--- config.mk ---
export PLATFORM = sky130hd
export DESIGN_NAME = channel_joiner_flat
export DESIGN_NICKNAME = d
export VERILOG_FILES = /design/src/rtl/channel_joiner_if.sv /design/src/rtl/channel_joiner.sv /design/src/flat_wrapper.sv
export SDC_FILE = /design/constraint.sdc
export NUM_CORES = 1
export LEC_CHECK = 0
export ABC_AREA = 1
export BUFFER_PORTS_ARGS = -buffer_cell sky130_fd_sc_hd__buf_4
export CAP_MARGIN = 20
export CORE_MARGIN = 1.5
export CORE_UTILIZATION = 35
export CTS_CLUSTER_DIAMETER = 50
export DETAILED_ROUTE_END_ITERATION = 16
export PLACE_DENSITY = 0.58
export SYNTH_ARGS = -nofsm -noshare
export SYNTH_HDL_FRONTEND = slang
export SYNTH_SLANG_ARGS = --single-unit
--- constraint.sdc ---
create_clock -name clk -period 1.9 [get_ports clk]
set_clock_uncertainty 0.05 [all_clocks]
set_input_delay 0.095 -clock clk [delete_from_list [all_inputs] [get_ports clk]]
set_output_delay 0.095 -clock clk [all_outputs]
set_load 0.02 [all_outputs]
--- src/rtl/channel_joiner_if.sv ---
// Handshake bundle between the TDM receive stream and the per-channel outputs.
// master drives the stream side; slave is the joiner itself.
interface channel_joiner_if;
   logic        holder;
   logic [7:0]  data_in;
   logic [3:0]  en;
   logic [7:0]  ch0;
   logic [7:0]  ch1;
   logic [7:0]  ch2;
   logic [7:0]  ch3;
   logic [3:0]  ch_valid;
   logic [1:0]  seg;
   logic [7:0]  sample_idx;
   logic        frame_done;
   logic [15:0] frame_count;
   logic        err_nonzero;

   modport master (
      output holder, data_in, en,
      input  ch0, ch1, ch2, ch3, ch_valid, seg,
      input  sample_idx, frame_done, frame_count, err_nonzero
   );

   modport slave (
      input  holder, data_in, en,
      output ch0, ch1, ch2, ch3, ch_valid, seg,
      output sample_idx, frame_done, frame_count, err_nonzero
   );
endinterface

--- src/rtl/channel_joiner.sv ---
// Four-channel TDM de-multiplexer: rebuilds the transmitter schedule from holder
// and steers each sample into its channel register, counting frames.
module channel_joiner #(
   parameter int LEN0 = 143,
   parameter int LEN1 = 110,
   parameter int LEN2 = 77,
   parameter int LEN3 = 44
) (
   input logic             clk,
   input logic             rst_n,
   channel_joiner_if.slave bus
);
   localparam logic [7:0] L0 = 8'(LEN0 - 1);
   localparam logic [7:0] L1 = 8'(LEN1 - 1);
   localparam logic [7:0] L2 = 8'(LEN2 - 1);
   localparam logic [7:0] L3 = 8'(LEN3 - 1);

   logic [1:0]       r_cur_seg;
   logic [7:0]       r_cur_cnt;
   logic [1:0]       r_tag_seg;
   logic [7:0]       r_tag_cnt;
   logic             r_primed;
   logic [3:0][7:0]  r_ch;
   logic [3:0]       r_ch_valid;
   logic [1:0]       r_seg;
   logic [7:0]       r_idx;
   logic             r_frame_done;
   logic [15:0]      r_frame_count;
   logic             r_err;

   logic [7:0]       w_last;
   logic             w_acc;
   logic             w_en_s;
   logic             w_fdone;

   always_comb begin
      w_last = L0;
      unique case (r_cur_seg)
         2'd0: w_last = L0;
         2'd1: w_last = L1;
         2'd2: w_last = L2;
         2'd3: w_last = L3;
      endcase
   end

   // the transmitter output lags its schedule by one edge, so accept the tag
   // captured on the previous edge
   assign w_acc   = bus.holder & r_primed;
   assign w_en_s  = bus.en[r_tag_seg];
   assign w_fdone = w_acc && (r_tag_seg == 2'd3) && (r_tag_cnt == L3);

   always_ff @(posedge clk or negedge rst_n) begin
      if (!rst_n) begin
         r_cur_seg <= '0;
         r_cur_cnt <= '0;
         r_tag_seg <= '0;
         r_tag_cnt <= '0;
         r_primed  <= 1'b0;
      end else if (!bus.holder) begin
         r_cur_seg <= '0;
         r_cur_cnt <= '0;
         r_primed  <= 1'b0;
      end else begin
         r_tag_seg <= r_cur_seg;
         r_tag_cnt <= r_cur_cnt;
         r_primed  <= 1'b1;
         if (r_cur_cnt == w_last) begin
            r_cur_cnt <= '0;
            r_cur_seg <= r_cur_seg + 2'd1;
         end else begin
            r_cur_cnt <= r_cur_cnt + 8'd1;
         end
      end
   end

   always_ff @(posedge clk or negedge rst_n) begin
      if (!rst_n) begin
         r_ch          <= '0;
         r_ch_valid    <= '0;
         r_seg         <= '0;
         r_idx         <= '0;
         r_frame_done  <= 1'b0;
         r_frame_count <= '0;
         r_err         <= 1'b0;
      end else begin
         r_ch_valid   <= '0;
         r_frame_done <= w_fdone;
         if (w_acc) begin
            r_seg <= r_tag_seg;
            r_idx <= r_tag_cnt;
            if (w_en_s) begin
               r_ch[r_tag_seg] <= bus.data_in;
               r_ch_valid      <= 4'b0001 << r_tag_seg;
            end else if (bus.data_in != 8'd0) begin
               r_err <= 1'b1;
            end
            if (w_fdone) r_frame_count <= r_frame_count + 16'd1;
         end
      end
   end

   assign bus.ch0         = r_ch[0];
   assign bus.ch1         = r_ch[1];
   assign bus.ch2         = r_ch[2];
   assign bus.ch3         = r_ch[3];
   assign bus.ch_valid    = r_ch_valid;
   assign bus.seg         = r_seg;
   assign bus.sample_idx  = r_idx;
   assign bus.frame_done  = r_frame_done;
   assign bus.frame_count = r_frame_count;
   assign bus.err_nonzero = r_err;
endmodule
--- src/flat_wrapper.sv ---
// flat-port wrapper written by rule: the top's interface ports become plain ports
module channel_joiner_flat 
#(
   parameter int LEN0 = 143,
   parameter int LEN1 = 110,
   parameter int LEN2 = 77,
   parameter int LEN3 = 44
)
  (clk, rst_n, bus_holder, bus_data_in, bus_en, bus_ch0, bus_ch1, bus_ch2, bus_ch3, bus_ch_valid, bus_seg, bus_sample_idx, bus_frame_done, bus_frame_count, bus_err_nonzero);
  channel_joiner_if bus_i ();
  input logic clk;
  input logic rst_n;
  input wire logic [$bits(bus_i.holder)-1:0] bus_holder;
  input wire logic [$bits(bus_i.data_in)-1:0] bus_data_in;
  input wire logic [$bits(bus_i.en)-1:0] bus_en;
  output wire logic [$bits(bus_i.ch0)-1:0] bus_ch0;
  output wire logic [$bits(bus_i.ch1)-1:0] bus_ch1;
  output wire logic [$bits(bus_i.ch2)-1:0] bus_ch2;
  output wire logic [$bits(bus_i.ch3)-1:0] bus_ch3;
  output wire logic [$bits(bus_i.ch_valid)-1:0] bus_ch_valid;
  output wire logic [$bits(bus_i.seg)-1:0] bus_seg;
  output wire logic [$bits(bus_i.sample_idx)-1:0] bus_sample_idx;
  output wire logic [$bits(bus_i.frame_done)-1:0] bus_frame_done;
  output wire logic [$bits(bus_i.frame_count)-1:0] bus_frame_count;
  output wire logic [$bits(bus_i.err_nonzero)-1:0] bus_err_nonzero;
  assign bus_i.holder = bus_holder;
  assign bus_i.data_in = bus_data_in;
  assign bus_i.en = bus_en;
  assign bus_ch0 = bus_i.ch0;
  assign bus_ch1 = bus_i.ch1;
  assign bus_ch2 = bus_i.ch2;
  assign bus_ch3 = bus_i.ch3;
  assign bus_ch_valid = bus_i.ch_valid;
  assign bus_seg = bus_i.seg;
  assign bus_sample_idx = bus_i.sample_idx;
  assign bus_frame_done = bus_i.frame_done;
  assign bus_frame_count = bus_i.frame_count;
  assign bus_err_nonzero = bus_i.err_nonzero;
  channel_joiner #(.LEN0(LEN0), .LEN1(LEN1), .LEN2(LEN2), .LEN3(LEN3)) u_core (.clk(clk), .rst_n(rst_n), .bus(bus_i));
endmodule
; Word level (Yosys, flattened, before mapping)
; Index checks and enable logic that the tools add are counted.
[totals]
regBits = 85
latch_bits = 0
ramBits = 0
rom_bits = 0
inputBits = 15
out_inout_bits = 64
elab_cells = 51
mem_count = 0
[classes]
add_sub_neg = 3
n_mul = 0
n_div = 0
magnitude_cmp = 2
eq_ne = 7
shifts = 1
mux = 13
n_bitwise = 2
n_reduce_logical = 8
[ops]
columns = op, count
row1 = $bwmux W32, 1
row2 = $pmux W8 S4, 1
row3 = $mux W8, 3
row4 = $add A16 B1 Y16 const B, 1
row5 = $demux W8 S2, 1
row6 = $add A8 B1 Y8 const B, 1
row7 = $eq A8 B6 Y1 const B, 1
row8 = $eq A8 B8 Y1, 1
row9 = $mux W4, 2
row10 = $reduce_bool A8 Y1, 1
row11 = $eq A2 B2 Y1 const B, 3
row12 = $mux W2, 2
row13 = $reduce_and A2 Y1, 2
row14 = $shl A1 B2 Y4 const A, 1
row15 = $logic_and A1 B1 Y1, 3
row16 = $lt A2 B3 Y1 const B, 1
row17 = $reduce_and A3 Y1, 1
row18 = $add A2 B1 Y2 const B, 1
row19 = $bmux W1 S2, 1
row20 = $eq A2 B1 Y1 const B, 1
row21 = $ge A2 B1 Y1 const B, 1
row22 = $logic_not A2 Y1, 1
row23 = $mux W1, 2
row24 = $ne A2 B1 Y1 const B, 1
row25 = 2 further kinds, 2

; Logic depth before layout (Yosys ltp)
; Gate-level depths: netlist (run 1).
[depth]
depth_word = 5
ltp_mapped = 10
ltp_nobuf = 10

; Least setup slack after synthesis (run 1)
; No wires, ideal clock.
[synth_path]
path_kind = register -> register
startpoint = register u_core.r_cur_seg[0]
endpoint = register u_core.r_cur_cnt[7]
setup_ps = 125
t_arrival_ps = 1421
required_ps = 1725
path_slack_ps = 304
stages_incl_launch_ff = 11
n_path_buf = 0
synth_period_minus_slack_ps = 1596
path_cell_list = dfrtp_1 inv_1 ha_1 inv_1 nand2_1 nand2_1 nand2_1 nor2_1 nand2_1 nand2_1 nor2_1
[synth_via]
elab_chain_cells = 5
word_cells_on_any_way = 8
cone_classes = eq/ne (4) / mux (3) / reduce/logical (1)
[synth_rtl]
columns = element, line
row1 = "start, declared", channel_joiner.sv:18  ; logic [1:0] r_cur_seg;
row2 = "start signal, assigned", channel_joiner.sv:69  ; r_cur_seg <= r_cur_seg + 2'd1;
row3 = $eq A2 B2 Y1 (tied with other cells), channel_joiner.sv:38  ; unique case (r_cur_seg)
row4 = $pmux W8 S4 (*), channel_joiner.sv:38
row5 = $eq A8 B8 Y1 (*), channel_joiner.sv:67  ; if (r_cur_cnt == w_last) begin
row6 = $mux W8 (*), channel_joiner.sv:67
row7 = $mux W8 (*), channel_joiner.sv:59  ; end else if (!bus.holder) begin
row8 = "end signal, assigned", channel_joiner.sv:71  ; r_cur_cnt <= r_cur_cnt + 8'd1;
row9 = "end, declared", channel_joiner.sv:19  ; logic [7:0] r_cur_cnt;
; Every way passes the cells marked *; elsewhere a longest branch is shown, timed or not. The select of a mux whose other input is x is not followed.
; A chain may end at the register's enable or synchronous reset.

; Final worst setup path (run 1)
[layout_path]
startpoint = input port bus_holder
endpoint = register u_core.r_frame_count[5] (netlist: u_core.bus.frame_count[5])
[layout_via]
elab_chain_cells = 4
[layout_rtl]
columns = element, line
row1 = "start, declared", flat_wrapper.sv:13  ; input wire logic [$bits(bus_i.holder)-1:0] bus_holder;
row2 = $and A1 B1 Y1 (*), channel_joiner.sv:48  ; assign w_acc = bus.holder & r_primed;
row3 = $logic_and A1 B1 Y1 (2 in a row), channel_joiner.sv:50  ; assign w_fdone = w_acc && (r_tag_seg == 2'd3) && (r_tag_cnt == L3);
row4 = $reduce_and A2 Y1 (no line) (*), --
row5 = "end signal, assigned", channel_joiner.sv:97  ; if (w_fdone) r_frame_count <= r_frame_count + 16'd1;
row6 = "end, declared", channel_joiner.sv:28  ; logic [15:0] r_frame_count;
; Every way passes the cells marked *; elsewhere a longest branch is shown, timed or not.

==> flow_metrics.env, run 1 <==
export IMPL_initial_core_util=0.3581
export IMPL_async_flop_share=1.000
export IMPL_yosysTopAreaCellShare=0.5806
export IMPL_cp_depth=10
export IMPL_synth_compound_gate_area_share=0.08333
export IMPL_grt_util_all_layers=0.1559
export IMPL_synth_distinct_cells=23
export IMPL_path_class="in2reg"
export IMPL_drc=0
export IMPL_seqPwrFrac=0.530
export IMPL_synth_top_family_by_area="simple AND/OR/NAND/NOR gates"
export IMPL_synth_enable_flop_cells=0
export IMPL_synth_simple_gate_area_share=0.2292
export IMPL_synthToLayoutAreaGrowth_pct=27.46
export IMPL_cpLargestDelayFamily="buffers and inverters"
export IMPL_fp_dieW_um=105.3
export IMPL_dieArea_mm2=0.01109
export IMPL_power_density_mw_per_mm2=808.6
export IMPL_worstPathMaxFanout=25
export IMPL_grt_pass1_vias=2790
export IMPL_nets=527
export IMPL_yosysMostFrequentCell="nand2_1"
export IMPL_power_leakage_nw=2.317
export IMPL_synth_nets=436
export IMPL_viasPerCell=4.523
export IMPL_gp_congestion=0.8300
export IMPL_crit_chain="dlygate4sd3_1 > buf_4 > nand2_2 > nor2_1 > nand3_2 > buf_4 > nor2_4 > nand2_1 > nand2_1 > nand2_1"
export IMPL_avgSynthCellArea_um2=8.807
export IMPL_hold_path_depth=3
export IMPL_synth_flop_cell="dfrtp_1"
export IMPL_cts_tree="done"
export IMPL_yosysSeqAreaShare=0.5806
export IMPL_timing_final_crit_share=0.9207
export IMPL_dp_cells=627
export IMPL_grt_pass1_wl_um=13740
export IMPL_path_buf_inv=3
export IMPL_globalRoute_totalOverflow=0
export IMPL_drive_gt1_frac=0.2227
export IMPL_clk_insertion_delay_late_ns=0.36
export IMPL_nFillCells=1028
export IMPL_hp_class="in2reg"
export IMPL_routedWlPerCell_um=12.46
export IMPL_ir_worst_vdd_uv=377.6
export IMPL_slew_limit_headroom=0.7253
export IMPL_worst_pin_slew_ns=0.4116
export IMPL_cts_root_buf="clkbuf_8"
export IMPL_muxShareOfSynthArea=0
export IMPL_grt_start_max_net_pins=42
export IMPL_ys_top_cells_by_count="nand2_1 (106), dfrtp_1 (85), nor2_1 (55), inv_1 (44), o21ai_0 (33)"
export IMPL_startpoint_type="input pin"
export IMPL_clock_power_share=0.328
export IMPL_rows=37
export IMPL_slew_viol_final=0
export IMPL_setup_violations=0
export IMPL_yosys_warnings=0
export IMPL_io_buffers=78
export IMPL_stdcell_count=648
export IMPL_num_antenna_cells=0
export IMPL_cpPeakStageDelay_ns=0.52
export IMPL_power_switching_mw=1.122
export IMPL_end_kind="flop"
export IMPL_num_vias=2931
export IMPL_die_y_um=105.3
export IMPL_yosysTopAreaCell="dfrtp_1"
export IMPL_cts_path_max_buffers=2
export IMPL_synth_area_leaders="dfrtp_1 (58%), nand2_1 (11%), nor2_1 (5.6%)"
export IMPL_netlist_area_mm2=0.003664
export IMPL_dr_pass1_iters=4
export IMPL_io_pins=79
export IMPL_crit_arrival_ns=1.96
export IMPL_slowest_stage="dlygate4sd3_1"
export IMPL_reg2reg_depth=10
export IMPL_core_area_mm2=0.01023
export IMPL_numCtsBuffers=9
export IMPL_postRouteAntennaNets=0
export IMPL_fmax_ghz=0.5717
export IMPL_antenna_found_initial=0
export IMPL_drtIter0Drc=116
export IMPL_critical_path_most_common_cell="nand2_1"
export IMPL_drt_total_wl_um=8074
export IMPL_synthAdderAreaFrac=0.01708
export IMPL_holdWs_ns=0.01494
export IMPL_rsz0062_at_grt="true"
export IMPL_h_tree_depth=3
export IMPL_synth_xor_area_frac=0.02869
export IMPL_clk_pin_slew_ns=0.10
export IMPL_hold_viol=0
export IMPL_min_period_ns=1.749
export IMPL_max_cap_violations=0
export IMPL_cts_sinks=85
export IMPL_required_ns=2.11
export IMPL_pwr_share_comb=0.143
export IMPL_internal_power_mw=2.653
export IMPL_syn_inst=416
export IMPL_dpl_hpwl_um=5988
export IMPL_switching_share=0.2973
export IMPL_status="finished, final reports clean"
export IMPL_synth_seq_cells=85
final timing paths:
check                                              startpoint                                     to  slack [ns]
max reg2reg                   u_core.r_cur_seg[0]$_DFFE_PN0P_          u_core.r_cur_cnt[7]$_DFF_PN0_        0.18
max                                                bus_holder  u_core.bus.frame_count[5]$_DFFE_PN0P_        0.15
min reg2reg                u_core.bus.err_nonzero$_DFFE_PN0P_     u_core.bus.err_nonzero$_DFFE_PN0P_        0.44
min                                            bus_data_in[3]          u_core.bus.ch1[3]$_DFFE_PN0P_        0.01
min in group asynchronous                               rst_n          u_core.bus.ch2[1]$_DFFE_PN0P_        0.14
max in group asynchronous                               rst_n          u_core.bus.ch2[6]$_DFFE_PN0P_        1.08
logic make-up (layout without fill, tap and decap cells):
family	after synthesis	count (layout)
compound gates	60	60
flops	85	85
simple gates	200	200
buf+inv	54	150
xor+xnor	12	12
fa+ha+maj	5	5
power by group through the flow:
stage / clock, mW / sequential, mW / combinational, mW
3_5_place_dp: 0 / 2.04 / 0.540
4_1_cts: 1.28 / 2.00 / 0.549
2_1_floorplan: 0 / 2.15 / 0.136
6_report: 1.24 / 2.00 / 0.539
3_3_place_gp: 0 / 2.03 / 0.534
5_1_grt: 1.36 / 2.02 / 0.594
registers in the layout (all words and copies together) (netlist names):
register and cells:
u_core.bus.frame_done 1, u_core.r_tag_seg 2, u_core.bus.ch0 8, u_core.r_tag_cnt 8, u_core.bus.ch_valid 4, u_core.bus.ch3 8, u_core.bus.ch2 8, u_core.bus.frame_count 16
u_core.r_cur_cnt 8, u_core.bus.ch1 8, u_core.bus.sample_idx 8, u_core.bus.err_nonzero 1, u_core.bus.seg 2, u_core.r_cur_seg 2, u_core.r_primed 1
through the flow:
| step | utilization | instance area [um2] | setup WS, ns | power (mW) | TNS (ns) |
|---|---|---|---|---|---|
| 2_1_floorplan | - | 3664 | 0.3038 | 2.287 | 0 |
| 3_3_place_gp | 0.4326 | 4425 | 0.1596 | 2.566 | 0 |
| 3_5_place_dp | 0.4326 | 4425 | 0.04413 | 2.576 | 0 |
| 4_1_cts | 0.4557 | 4662 | 0.02440 | 3.833 | 0 |
| 5_1_grt | 0.4564 | 4669 | -0.01192 | 3.973 | -0.02355 |
| 6_report | 0.4564 | 4669 | 0.1507 | 3.776 | 0 |
placed cells by master, fill, tap and decap left out, drive strengths merged, types with 7 or more instances in the layout:
cell	netlist	final
a21oi	25	25
buf	6	85
clkbuf	4	9
dfrtp	85	85
inv	44	49
nand2	107	107
nand3	16	16
nand4	7	7
nor2	62	62
o21ai	33	33
xor2	10	10
repair_timing:
| item | 4_1_cts | 5_1_grt |
|---|---|---|
| resized for setup | 0 | 3 |
| setup buffers | 0 | 0 |
| endpoints found under the setup margin | 0 | 9 |
| hold endpoints to repair | 86 | 0 |
| hold buffers | 5 | 0 |
final cells by class:
| class | count | area [um2] | area share |
|---|---|---|---|
| flip-flops and latches | 85 | 2128 | 0.4558 |
| well taps | 136 | 170.2 | 0.03644 |
| clock inverters | 7 | 62.56 | 0.01340 |
| repair buffers | 90 | 700.7 | 0.1501 |
| clock buffers | 9 | 123.9 | 0.02653 |
| inverters | 44 | 168.9 | 0.03617 |
| multi-input cells | 277 | 1315 | 0.2816 |
layer usage:
metal | up-vias | track usage | share of wire | wire, um
met5 | - | 0 | 0 | 0
met4 | 0 | 0.06164 | 0.019 | 154
met3 | 14 | 0.03340 | 0.042 | 339
met2 | 54 | 0.2372 | 0.45 | 3667
met1 | 1369 | 0.2170 | 0.48 | 3913
li1 | 1494 | - | - | -
worst register-to-register path, stage by stage, from the launching register on:
cell and delay, ns:
dfrtp_2 0.42, inv_1 0.07, ha_1 0.33, inv_1 0.06, nand2_1 0.04, nand2_1 0.06
nand2_1 0.05, nor2_1 0.17, nand2_1 0.13, nand2_2 0.17, nor2_1 0.07
Power figures use the tool's default switching activity.
==> run 2: changes to the inputs <==
MAX_ROUTING_LAYER = met4   (was not set)
==> flow_metrics.env, run 2 (synthesis gave the netlist of run 1 again) <==
export IMPL_status="finished, final reports clean"
export IMPL_crit_chain="dlygate4sd3_1 > buf_4 > nand2_2 > nor2_1 > nand3_2 > buf_4 > nor2_4 > nand2_1 > nand2_1 > nand2_1"
export IMPL_fin_area_mm2=0.004669
export IMPL_dr_wl_met3_um=322
export IMPL_startpoint_type="input pin"
export IMPL_crit_arrival_ns=1.96
export IMPL_initial_core_util=0.3581
export IMPL_final_cell_mix="nand2_1 (105), buf_4 (84), dfrtp_1 (84)"
export IMPL_final_common_cell="nand2_1"
export IMPL_cpPeakStageDelay_ns=0.52
export IMPL_nFillCells=1028
export IMPL_dieArea_mm2=0.01109
export IMPL_worst_pin_slew_ns=0.4113
export IMPL_viasPerCell=4.514
export IMPL_path_class="in2reg"
export IMPL_met2WireLength_um=3705
export IMPL_io_buffers=78
export IMPL_path_buf_inv=3
export IMPL_ir_worst_vdd_uv=378.5
export IMPL_timing_final_crit_share=0.9225
export IMPL_h_tree_depth=3
export IMPL_cpLargestDelayFamily="buffers and inverters"
export IMPL_fp_dieW_um=105.3
export IMPL_num_vias=2925
export IMPL_nets=527
export IMPL_slew_viol_final=0
export IMPL_power_density_mw_per_mm2=807.9
export IMPL_drtIter0Drc=146
export IMPL_clk_insertion_delay_late_ns=0.35
export IMPL_reg2reg_depth=10
export IMPL_setup_violations=0
export IMPL_dr_pass1_iters=4
export IMPL_post_cts_buffers=0
export IMPL_synthToLayoutAreaGrowth_pct=27.46
export IMPL_cts_sinks=85
export IMPL_gp_congestion=0.8427
export IMPL_routedWlPerCell_um=12.44
export IMPL_dpl_hpwl_um=5988
export IMPL_cp_depth=10
export IMPL_hold_path_depth=3
export IMPL_highest_layer="met4"
export IMPL_met1_length_um=3937
export IMPL_critical_path_most_common_cell="nand2_1"
export IMPL_die_y_um=105.3
export IMPL_clk_pin_slew_ns=0.10
export IMPL_numCtsBuffers=9
export IMPL_drc=0
export IMPL_hold_viol=0
export IMPL_total_power_mw=3.773
export IMPL_min_period_ns=1.753
export IMPL_max_cap_violations=0
export IMPL_cts_path_max_buffers=2
export IMPL_antenna_found_initial=0
export IMPL_grt_pass1_vias=2784
export IMPL_num_antenna_cells=0
export IMPL_power_leakage_nw=2.317
export IMPL_slowest_stage="dlygate4sd3_1"
export IMPL_slew_limit_headroom=0.7255
export IMPL_grt_pass1_wl_um=13750
export IMPL_rsz0062_at_grt="true"
export IMPL_globalRoute_totalOverflow=0
export IMPL_required_ns=2.11
export IMPL_largest_reg_flops=16
export IMPL_hp_class="in2reg"
export IMPL_fmax_ghz=0.5705
export IMPL_worstPathMaxFanout=25
export IMPL_cts_tree="done"
export IMPL_io_pins=79
export IMPL_drive_gt1_frac=0.2227
export IMPL_drt_total_wl_um=8059
export IMPL_grt_start_max_net_pins=42
export IMPL_core_area_mm2=0.01023
export IMPL_cts_root_buf="clkbuf_8"
export IMPL_grt_util_all_layers=0.1606
export IMPL_end_kind="flop"
export IMPL_rows=37
export IMPL_post_dp_cell_area_mm2=0.004425
export IMPL_postRouteAntennaNets=0
==> run 2: timing repair <==
item                                   4_1_cts  5_1_grt
setup endpoints to repair                    0        9
endpoints found under the hold margin       86        0
gates resized for setup                      0        3
hold buffers                                 5        0
==> run 2: stage by stage <==
stage	util	setup TNS, ns	hold WS (ns)	setup slack (ns)	std cells
after global placement	0.4326	0	-0.01299	0.1596	627
after detailed placement	0.4326	0	-0.006111	0.04413	627
final	0.4564	0	0.01815	0.1472	648
after floorplan	-	0	-0.2506	0.3038	416
after CTS	0.4557	0	0.003401	0.02440	648
after global routing	0.4564	-0.02246	0.01675	-0.01153	648
==> run 2: power breakdown <==
part / leakage, nW / internal, mW / switching (mW)
Clock: 0.0936 / 0.508 / 0.726
Combinational: 1.11 / 0.222 / 0.317
Sequential: 1.12 / 1.92 / 0.0759
Total: 2.32 / 2.65 / 1.12
==> run 2: final timing paths <==
kind                                                         endpoint                               start  slack, ns
worst max-delay path            u_core.bus.frame_count[5]$_DFFE_PN0P_                          bus_holder       0.15
worst min-delay path                    u_core.bus.ch1[3]$_DFFE_PN0P_                      bus_data_in[3]       0.02
min in group asynchronous               u_core.bus.ch2[1]$_DFFE_PN0P_                               rst_n       0.14
worst min register to register     u_core.bus.err_nonzero$_DFFE_PN0P_  u_core.bus.err_nonzero$_DFFE_PN0P_       0.44
max in group asynchronous               u_core.bus.ch2[6]$_DFFE_PN0P_                               rst_n       1.07
worst max register to register          u_core.r_cur_cnt[7]$_DFF_PN0_     u_core.r_cur_seg[0]$_DFFE_PN0P_       0.18
==> run 2: worst reg2reg max path: stages, from the launching register on <==
cell and delay [ns]:
dfrtp_2 0.42, inv_1 0.07, ha_1 0.33, inv_1 0.06, nand2_1 0.04, nand2_1 0.06, nand2_1 0.05, nor2_1 0.17
nand2_1 0.13, nand2_2 0.17, nor2_1 0.07
==> run 2: cell type report <==
class                           count  area (um2)  share of cell area
Clock buffer                        9       123.9             0.02653
Multi-Input combinational cell    277        1315              0.2816
Tap cell                          136       170.2             0.03644
Timing Repair Buffer               90       700.7              0.1501
Sequential cell                    85        2128              0.4558
Clock inverter                      7       62.56             0.01340
Inverter                           44       168.9             0.03617
==> run 2: per-layer routing <==
layer,vias up,global-route usage
met5,-,-
met4,0,0.06164
met3,8,0.03092
met2,52,0.2362
met1,1366,0.2197
li1,1499,-
